$ cat src/rtl/vr_rr_mux_pipe_if.sv
`default_nettype none
// ============================================================================
//  Module      : vr_rr_mux_pipe_if
//  Description : Valid/ready bundle for vr_rr_mux_pipe. It carries the N
//                producer channels (A/A_VALID/A_READY) and the single
//                consumer channel (Y/Y_VALID/Y_CH/Y_READY).
//                slave  : mux side (accepts A, drives Y)
//                master : environment side (drives A, accepts Y)
//  Parameters  : S (select width, N = 2**S), M (data width per channel)
//  Revision    : 1.0 - initial release
// ============================================================================
interface vr_rr_mux_pipe_if #(
  parameter int S = 4,
  parameter int M = 8
);
  localparam int N = 1 << S;

  logic [N*M-1:0] A;
  logic [N-1:0]   A_VALID;
  logic [N-1:0]   A_READY;
  logic [M-1:0]   Y;
  logic           Y_VALID;
  logic [S-1:0]   Y_CH;
  logic           Y_READY;

  modport slave (
    input  A, A_VALID, Y_READY,
    output A_READY, Y, Y_VALID, Y_CH
  );

  modport master (
    output A, A_VALID, Y_READY,
    input  A_READY, Y, Y_VALID, Y_CH
  );
endinterface
`default_nettype wire

$ cat src/rtl/vr_rr_mux_pipe.sv
`default_nettype none
// ============================================================================
//  Module      : vr_rr_mux_pipe
//  Description : Registered 2**S-channel, M-bit multiplexer with valid/ready
//                handshakes. Direct (SEL) or round-robin selection.
//  Ports       : CLK, RST (sync, active-high)
//                EN    - allow new grants
//                MODE  - 0 direct, 1 round-robin
//                SEL   - channel used in direct mode
//                LOCK  - (only with VR_MUX_LOCK_EN) pin round-robin to Y_CH
//                bus   - vr_rr_mux_pipe_if.slave: A/A_VALID/A_READY inputs,
//                        Y/Y_VALID/Y_CH/Y_READY output
//  Options     : `define VR_MUX_LOCK_EN adds the LOCK burst-lock input.
//  Revision    : 1.0 - initial release
// ============================================================================
module vr_rr_mux_pipe #(
  parameter int S = 4,
  parameter int M = 8
) (
  input  logic         CLK,
  input  logic         RST,
  input  logic         EN,
  input  logic         MODE,
  input  logic [S-1:0] SEL,
`ifdef VR_MUX_LOCK_EN
  input  logic         LOCK,
`endif
  vr_rr_mux_pipe_if.slave bus
);
  localparam int N = 1 << S;

  logic [M-1:0] y_q,       y_d;
  logic         y_valid_q, y_valid_d;
  logic [S-1:0] y_ch_q,    y_ch_d;
  logic [S-1:0] ptr_q,     ptr_d;

  logic         load;
  logic         lock_active;
  logic         rr_found;
  logic [S-1:0] rr_idx;
  logic [S-1:0] probe;
  logic [S-1:0] cand;
  logic         cand_ok;
  logic         grant;

  // The register can take a new word when it is empty or being drained.
  // Y_READY only matters here while Y_VALID=1.
  assign load = EN & (~y_valid_q | bus.Y_READY);

`ifdef VR_MUX_LOCK_EN
  // seen_q marks that Y_CH names a real channel; before the first load
  // after reset the lock has nothing to pin to.
  logic seen_q, seen_d;
  assign lock_active = MODE & LOCK & seen_q;
`else
  assign lock_active = 1'b0;
`endif

  // Round-robin search starting one past the last winner; the last probe
  // (offset N) wraps back onto ptr_q itself, so a lone valid channel
  // wins every cycle.
  always_comb begin
    rr_found = 1'b0;
    rr_idx   = ptr_q;
    probe    = ptr_q;
    for (int i = 1; i <= N; i++) begin
      probe = ptr_q + S'(i);
      if (!rr_found && bus.A_VALID[probe]) begin
        rr_found = 1'b1;
        rr_idx   = probe;
      end
    end
  end

  always_comb begin
    cand    = SEL;
    cand_ok = bus.A_VALID[SEL];
    if (MODE) begin
      if (lock_active) begin
        // Locked: only the current burst owner may continue.
        cand    = y_ch_q;
        cand_ok = bus.A_VALID[y_ch_q];
      end else begin
        cand    = rr_idx;
        cand_ok = rr_found;
      end
    end
  end

  assign grant       = load & cand_ok & ~RST;
  assign bus.A_READY = grant ? (N'(1) << cand) : '0;

  always_comb begin
    y_d       = y_q;
    y_valid_d = y_valid_q;
    y_ch_d    = y_ch_q;
    ptr_d     = ptr_q;
`ifdef VR_MUX_LOCK_EN
    seen_d    = seen_q;
`endif
    if (grant) begin
      y_d       = bus.A[int'(cand)*M +: M];
      y_valid_d = 1'b1;
      y_ch_d    = cand;
      if (MODE) begin
        ptr_d = cand;
      end
`ifdef VR_MUX_LOCK_EN
      seen_d    = 1'b1;
`endif
    end else if (y_valid_q && bus.Y_READY) begin
      y_valid_d = 1'b0;
    end
  end

  always_ff @(posedge CLK) begin
    if (RST) begin
      y_q       <= '0;
      y_valid_q <= 1'b0;
      y_ch_q    <= '0;
      ptr_q     <= S'(N - 1);
`ifdef VR_MUX_LOCK_EN
      seen_q    <= 1'b0;
`endif
    end else begin
      y_q       <= y_d;
      y_valid_q <= y_valid_d;
      y_ch_q    <= y_ch_d;
      ptr_q     <= ptr_d;
`ifdef VR_MUX_LOCK_EN
      seen_q    <= seen_d;
`endif
    end
  end

  assign bus.Y       = y_q;
  assign bus.Y_VALID = y_valid_q;
  assign bus.Y_CH    = y_ch_q;

endmodule
`default_nettype wire

$ cat src/flat_wrapper.sv
// flat-port wrapper written by rule: the top's interface ports become plain ports
module vr_rr_mux_pipe_flat 
#(
  parameter int S = 4,
  parameter int M = 8
)
  (CLK, RST, EN, MODE, SEL, bus_A, bus_A_VALID, bus_Y_READY, bus_A_READY, bus_Y, bus_Y_VALID, bus_Y_CH);
  vr_rr_mux_pipe_if #(.S(S), .M(M)) bus_i ();
  input  logic CLK;
  input  logic RST;
  input  logic EN;
  input  logic MODE;
  input  logic [S-1:0] SEL;
  input wire logic [$bits(bus_i.A)-1:0] bus_A;
  input wire logic [$bits(bus_i.A_VALID)-1:0] bus_A_VALID;
  input wire logic [$bits(bus_i.Y_READY)-1:0] bus_Y_READY;
  output wire logic [$bits(bus_i.A_READY)-1:0] bus_A_READY;
  output wire logic [$bits(bus_i.Y)-1:0] bus_Y;
  output wire logic [$bits(bus_i.Y_VALID)-1:0] bus_Y_VALID;
  output wire logic [$bits(bus_i.Y_CH)-1:0] bus_Y_CH;
  assign bus_i.A = bus_A;
  assign bus_i.A_VALID = bus_A_VALID;
  assign bus_i.Y_READY = bus_Y_READY;
  assign bus_A_READY = bus_i.A_READY;
  assign bus_Y = bus_i.Y;
  assign bus_Y_VALID = bus_i.Y_VALID;
  assign bus_Y_CH = bus_i.Y_CH;
  vr_rr_mux_pipe #(.S(S), .M(M)) u_core (.CLK(CLK), .RST(RST), .EN(EN), .MODE(MODE), .SEL(SEL), .bus(bus_i));
endmodule
$ cat config.mk
export PLATFORM = sky130hd
export DESIGN_NAME = vr_rr_mux_pipe_flat
export DESIGN_NICKNAME = d
export VERILOG_FILES = /design/src/rtl/vr_rr_mux_pipe_if.sv /design/src/rtl/vr_rr_mux_pipe.sv /design/src/flat_wrapper.sv
export SDC_FILE = /design/constraint.sdc
export NUM_CORES = 1
export LEC_CHECK = 0
export CAP_MARGIN = 20
export CORE_MARGIN = 3
export CORE_UTILIZATION = 44
export CTS_BUF_LIST = sky130_fd_sc_hd__clkbuf_16
export CTS_CLUSTER_SIZE = 28
export DETAILED_ROUTE_END_ITERATION = 7
export GPL_ROUTABILITY_DRIVEN = 0
export PLACE_DENSITY = 0.79
export SLEW_MARGIN = 5
export SYNTH_ARGS = -nofsm -noshare
export SYNTH_HDL_FRONTEND = slang
export SYNTH_SLANG_ARGS = --single-unit
$ cat constraint.sdc
create_clock -name CLK -period 6.1 [get_ports CLK]
set_input_delay 1.525 -clock CLK [delete_from_list [all_inputs] [get_ports CLK]]
set_output_delay 1.525 -clock CLK [all_outputs]
set_load 0.05 [all_outputs]
* Word level (Yosys, flattened, before mapping) *
Index checks and enable logic that the tools add are counted.

storage, ports and cells
  output and inout port bits = 29
  memories kept = 0
  input port bits = 153
  bits in read-only memories = 0
  bits in latches = 0
  bits in registers = 17
  logic and storage cells = 148
  bits in writable memories = 0

cells by class
  mux-type cells = 71
  shifts and indexed selects = 2
  multiply operators = 0
  divide/modulo/power cells = 0
  bitwise logic cells = 6
  add/subtract/negate cells = 15
  reduce and logical (&&, ||, !) cells = 33
  eq/ne operators = 0
  $lt $le $gt $ge = 17

operators with widths
  cell                                                                   count
  128-bit by 8-bit variable part select with 8-bit output                1
  4-bit by 5-bit < comparator with 1-bit output (second input constant)  17
  1-bit binary-select mux with 4-bit select                              17
  4-bit 2-to-1 mux                                                       17
  1-bit 2-to-1 mux                                                       36
  4-bit adder (second input constant)                                    8
  4-bit by 3-bit adder with 4-bit output (second input constant)         4
  1-bit logical AND                                                      16
  16-bit 2-to-1 mux                                                      1
  1-bit by 4-bit left shift with 16-bit output (first input constant)    1
  1-bit logical NOT                                                      15
  4-bit by 2-bit adder with 4-bit output (second input constant)         2
  4-bit by 1-bit adder with 4-bit output (second input constant)         1
  1-bit bitwise AND                                                      3
  1-bit NOT                                                              2
  2-bit AND reduction                                                    1
  2-bit nonzero test                                                     1
  1-bit bitwise OR                                                       1

* Logic depth before layout (Yosys ltp) *
  word-level depth = 53
  mapped depth = 24
  mapped depth without buffers = 13

* Worst setup path after synthesis *
Ideal clock, no wire load.

  path type = flip-flop to output port
  start point = reg u_core.ptr_q[1]
  end point = out bus_A_READY[13]
  path slack = -0.936 ns
  data arrival time = 5.511 ns
  stages on the path, launching flop included = 20
  data required time = 4.575 ns
  path through = dfxtp_1 > buf_2 > buf_2 > buf_2 > inv_1 > ha_1 > buf_4 > buf_6 > mux2_1 > mux4_2 > mux2_2 > nor2_2 > nand4_4 > o41ai_4 > o21a_1 > buf_6 > nor2_4 > buf_6 > buf_2 > nor3_1

between the ends
  longest elaborated chain between the ends = 53
  elaborated cells between the ends (all ways) = 115
  those cells by class = add/sub: 15; shift: 1; mux: 67; bitwise: 2; reduce/logical: 30

RTL lines
  what                                       line                   source
  start: declaration                         vr_rr_mux_pipe.sv:35   logic [S-1:0] ptr_q, ptr_d;
  start signal: assignment                   vr_rr_mux_pipe.sv:121  ptr_q <= S'(N - 1);
  start signal: assignment                   vr_rr_mux_pipe.sv:129  ptr_q <= ptr_d;
  4-bit by 1-bit adder with 4-bit output     vr_rr_mux_pipe.sv:67   probe = ptr_q + S'(i);
  1-bit binary-select mux with 4-bit select  vr_rr_mux_pipe.sv:68   if (!rr_found && bus.A_VALID[probe]) begin
  1-bit 2-to-1 mux (implied by the code)     vr_rr_mux_pipe.sv:68
  1-bit 2-to-1 mux                           vr_rr_mux_pipe.sv:68
  1-bit logical NOT                          vr_rr_mux_pipe.sv:68
  1-bit logical AND                          vr_rr_mux_pipe.sv:68
  1-bit 2-to-1 mux                           vr_rr_mux_pipe.sv:68
  1-bit logical NOT                          vr_rr_mux_pipe.sv:68
  [36 not listed]                            -
  1-bit logical AND                          vr_rr_mux_pipe.sv:68
  1-bit 2-to-1 mux                           vr_rr_mux_pipe.sv:68
  1-bit logical NOT                          vr_rr_mux_pipe.sv:68
  1-bit logical AND                          vr_rr_mux_pipe.sv:68
  1-bit 2-to-1 mux                           vr_rr_mux_pipe.sv:68
  1-bit 2-to-1 mux                           vr_rr_mux_pipe.sv:78   if (MODE) begin
  1-bit bitwise AND (2 in a row)             vr_rr_mux_pipe.sv:90   assign grant = load & cand_ok & ~RST;
  16-bit 2-to-1 mux *                        vr_rr_mux_pipe.sv:91   assign bus.A_READY = grant ? (N'(1) << cand) : '0;
  end: declaration                           flat_wrapper.sv:17     output wire logic [$bits(bus_i.A_READY)-1:0] bus_A_READY;

Mark *: on every way between the ends. The rest lies on a longest branch, timed or not. The select of a mux whose other input is x is not followed.

* Final worst setup path *
  start point = in bus_A_VALID[7]
  end point = out bus_A_READY[1]

between the ends
  longest elaborated chain between the ends = 52
  elaborated cells between the ends (all ways) = 102
  those cells by class = shift: 1; mux: 69; bitwise: 2; reduce/logical: 30

RTL lines
  what                                       line                  source
  start: declaration                         flat_wrapper.sv:15    input wire logic [$bits(bus_i.A_VALID)-1:0] bus_A_VALID;
  1-bit binary-select mux with 4-bit select  vr_rr_mux_pipe.sv:68
  1-bit 2-to-1 mux (implied by the code)     vr_rr_mux_pipe.sv:68
  1-bit 2-to-1 mux                           vr_rr_mux_pipe.sv:68
  1-bit logical NOT                          vr_rr_mux_pipe.sv:68
  1-bit logical AND                          vr_rr_mux_pipe.sv:68
  1-bit 2-to-1 mux                           vr_rr_mux_pipe.sv:68
  1-bit logical NOT                          vr_rr_mux_pipe.sv:68
  1-bit logical AND                          vr_rr_mux_pipe.sv:68
  [35 not listed]                            -
  1-bit logical AND                          vr_rr_mux_pipe.sv:68
  1-bit 2-to-1 mux                           vr_rr_mux_pipe.sv:68
  1-bit logical NOT                          vr_rr_mux_pipe.sv:68
  1-bit logical AND                          vr_rr_mux_pipe.sv:68
  1-bit 2-to-1 mux                           vr_rr_mux_pipe.sv:68
  1-bit 2-to-1 mux                           vr_rr_mux_pipe.sv:78
  1-bit bitwise AND (2 in a row)             vr_rr_mux_pipe.sv:90
  16-bit 2-to-1 mux *                        vr_rr_mux_pipe.sv:91

Marks and branches as above.

==> impl_metrics.yaml <==
global_routing:
  grt_usage_pct: 37.32
  grt-ovfl-total: 0
  first_global_vias: 8086
  grt_pass1_wl_mm: 43.75
  grt_start_max_net_pins: 36
  antenna_found_initial: 0
worst_hold_path:
  min_path_cells: 2
  holdCritPathClass: "register to register"
power_and_ir_drop:
  clock_power_share_pct: 6.1
  report.power.total_mw: 2.249
  switching_power_mw: 1.150
  intPower_mw: 1.098
  seq_power_share_pct: 6.3
  comb_power_share_pct: 87.5
  power_switching_share_pct: 51.15
  powerDensity_nw_per_um2: 227.3
  vdd_ir_drop_max_v: 0.0001393
  p_leak_nw: 3.869
detailed_routing:
  antenna_left: 0
  drc: 0
  vias: 8670
  drt-wirelength-per-cell_um: 25.20
  wl_mm: 31.25
  drt_iter0_drc: 1459
  dr.pass1.iters: 6
  vias_per_cell: 6.992
sta:
  holdWs_ps: 514.2
  setup_viol: 16
  relSlewSlack_pct: 49.84
  drv_slew: 0
  rsz0062_at_grt: "yes"
  max_freq_ghz: 0.1569
  tightest_slew_ps: 751.5
  tns_ps: -3009
  period_needed_ps: 6375
  hold_viol: 0
  timing.final.ws_setup_ps: -275.1
  skew_ps: 3.916
  fin_crit_sh_pct: 104.5
logic_synthesis:
  synth.avg_cell_area_um2: 7.724
  synthCells: 755
  ys_ff_latch: 17
  synth_area_leaders: "mux4_2, mux2_2, mux2i_1, nand3_1, dfxtp_1"
  synth-warning-count: 0
  syn_area_um2: 5832
  ys_seq_area_share_pct: 5.836
  netlist-cell-type-count: 79
  synth_ff_type: "dfxtp_1"
  synth_edf_count: 0
  synth_top_area_share_pct: 12.36
  async_flop_share_pct: 0
  synth.largest_area_cell: "mux4_2"
  synth_nets: 916
status:
  failed_checks: "negative setup slack"
  status: "finished, violations left"
final_layout:
  synthToLayoutAreaGrowth_pct: 69.62
  layout_common_cells: "buf_4, clkdlybuf4s50_1, nand3_1, nand2_1, o21ai_0"
  final_net_count: 1230
  antenna_cells_inserted: 0
  drive_gt1_share_pct: 37.55
  final_common_cell: "buf_4"
  fillers: 766
  fin_util_pct: 77.44
clocking:
  cts_tree: "done"
  ctsHoldBuffers: 0
  htreeDepth: 1
  cts.sinks: 17
  cts-root-buf: "clkbuf_16"
  clk_pin_slew_ps: 50
  clock_path_buffers: 2
  cts_inserted_buffers: 3
  insertion_delay_ps: 250
place:
  io_buffers: 181
  place_ws_ps: -633.0
  place_hpwl_mm: 21.22
setup_path:
  reg2reg_depth: 16
  worst-setup-path-type: "input pin to output pin"
  critPathCaptureType: "output pin"
  cp-start-kind: "input pin"
  slowest_stage: "mux4_2"
  crit_family: "multiplexers"
  cp.arrival_ps: 4850
  critPathMaxFanout: 7
  worstPathRequired_ps: 4580
  path_depth: 15
  slowest_delay_ps: 560
  worst-path-buf-inv: 4
  cp_cell_sequence: "buf_6 -> mux2_2 -> mux4_2 -> mux2i_2 -> buf_4 -> mux2_2 -> o32ai_1 -> nand3_1 -> o211ai_1 -> buf_4 -> a31oi_2 -> nor2_2 -> nand2_4 -> nor3_4 -> buf_12"
die:
  die_w_um: 121.1
  die_area_um2: 14670
  fp.dieH_um: 121.1
  rows: 41
  initial_core_util_pct: 45.66
  coreArea_um2: 12770
  pin_count: 182
run:
  cap_violations: 0
==> synth_stat cells (all sizes together), types with 18 or more instances <==
master,n
nand3,76
nand2,66
mux2,59
nor2,54
o21ai,51
mux2i,45
buf,37
mux4,35
o211ai,27
a21oi,25
clkbuf,24
a31oi,18
==> through the flow <==
stage,cell area (um2),cells
6_report,9892,1240
5_1_grt,9892,1240
4_1_cts,9653,1226
3_5_place_dp,9109,1199
3_3_place_gp,9109,1199
2_1_floorplan,6086,755
==> area by class of cell <==
class / count / area, um2 / area share [%]
clock buffers: 3 / 75.07 / 0.7589
clock inverters: 1 / 5.005 / 0.05059
inverters: 15 / 58.81 / 0.5945
multi-input cells: 662 / 5690 / 57.53
flip-flops and latches: 17 / 341.6 / 3.453
well taps: 172 / 215.2 / 2.176
repair buffers: 370 / 3506 / 35.44
==> state kept, by name, summed over array words and instances, names as in the netlist <==
signal              flops
u_core.bus.Y            8
u_core.ptr_q            4
u_core.bus.Y_VALID      1
u_core.bus.Y_CH         4
==> kinds of logic after synthesis <==
logic type / Yosys count / synth area share, %
DFF: 17 / 5.836
xor gates and xnor gates: 12 / 1.931
adders and majority gates: 8 / 1.716
muxes: 139 / 32.89
buffers and inverters: 76 / 6.286
and+or+nand+nor: 290 / 25.32
AOI/OAI and AO/OA: 213 / 26.03
==> worst reg2reg max path, delay by kind of cell, from the launching register on <==
family,cells,cell delay (ps)
muxes,3,1360
and+or+nand+nor,5,1110
AOI/OAI and AO/OA,3,1070
adders and majority gates,1,660
buffers and inverters,4,530
DFF,1,370
==> final timing paths <==
kind	startpoint	endpoint	slack [ps]
worst max-delay path	bus_A_VALID[7]	bus_A_READY[1]	-280
worst min-delay path	u_core.bus.Y_CH[3]$_SDFFE_PP0P_	u_core.bus.Y_CH[3]$_SDFFE_PP0P_	510
worst max register to register	u_core.ptr_q[1]$_SDFFE_PP1P_	u_core.bus.Y[3]$_SDFFE_PP0P_	840
worst min register to register	u_core.bus.Y_CH[3]$_SDFFE_PP0P_	u_core.bus.Y_CH[3]$_SDFFE_PP0P_	510
==> power by group through the flow <==
stage	clock (mW)	combinational, mW	sequential, mW
after CTS	0.134	1.78	0.142
after floorplan	0	0.929	0.207
after global routing	0.142	2.04	0.145
final	0.137	1.97	0.143
after detailed placement	0	1.64	0.143
after global placement	0	1.61	0.143
==> routing by layer <==
| layer | vias to the layer above | wire length, um | GRT usage, % |
|---|---|---|---|
| met2 | 866 | 14280 | 60.78 |
| met4 | 0 | 2134 | 15.30 |
| met1 | 3951 | 10630 | 46.61 |
| met3 | 232 | 4202 | 10.12 |
| li1 | 3621 | - | - |
| met5 | - | 0 | 0 |
==> what timing repair did <==
item,in CTS,in global routing
buffers inserted,23,14
resized for setup,156,26
setup endpoints to repair,16,16
pin swaps,30,26
Note: power is estimated with default switching activity, not from simulation.
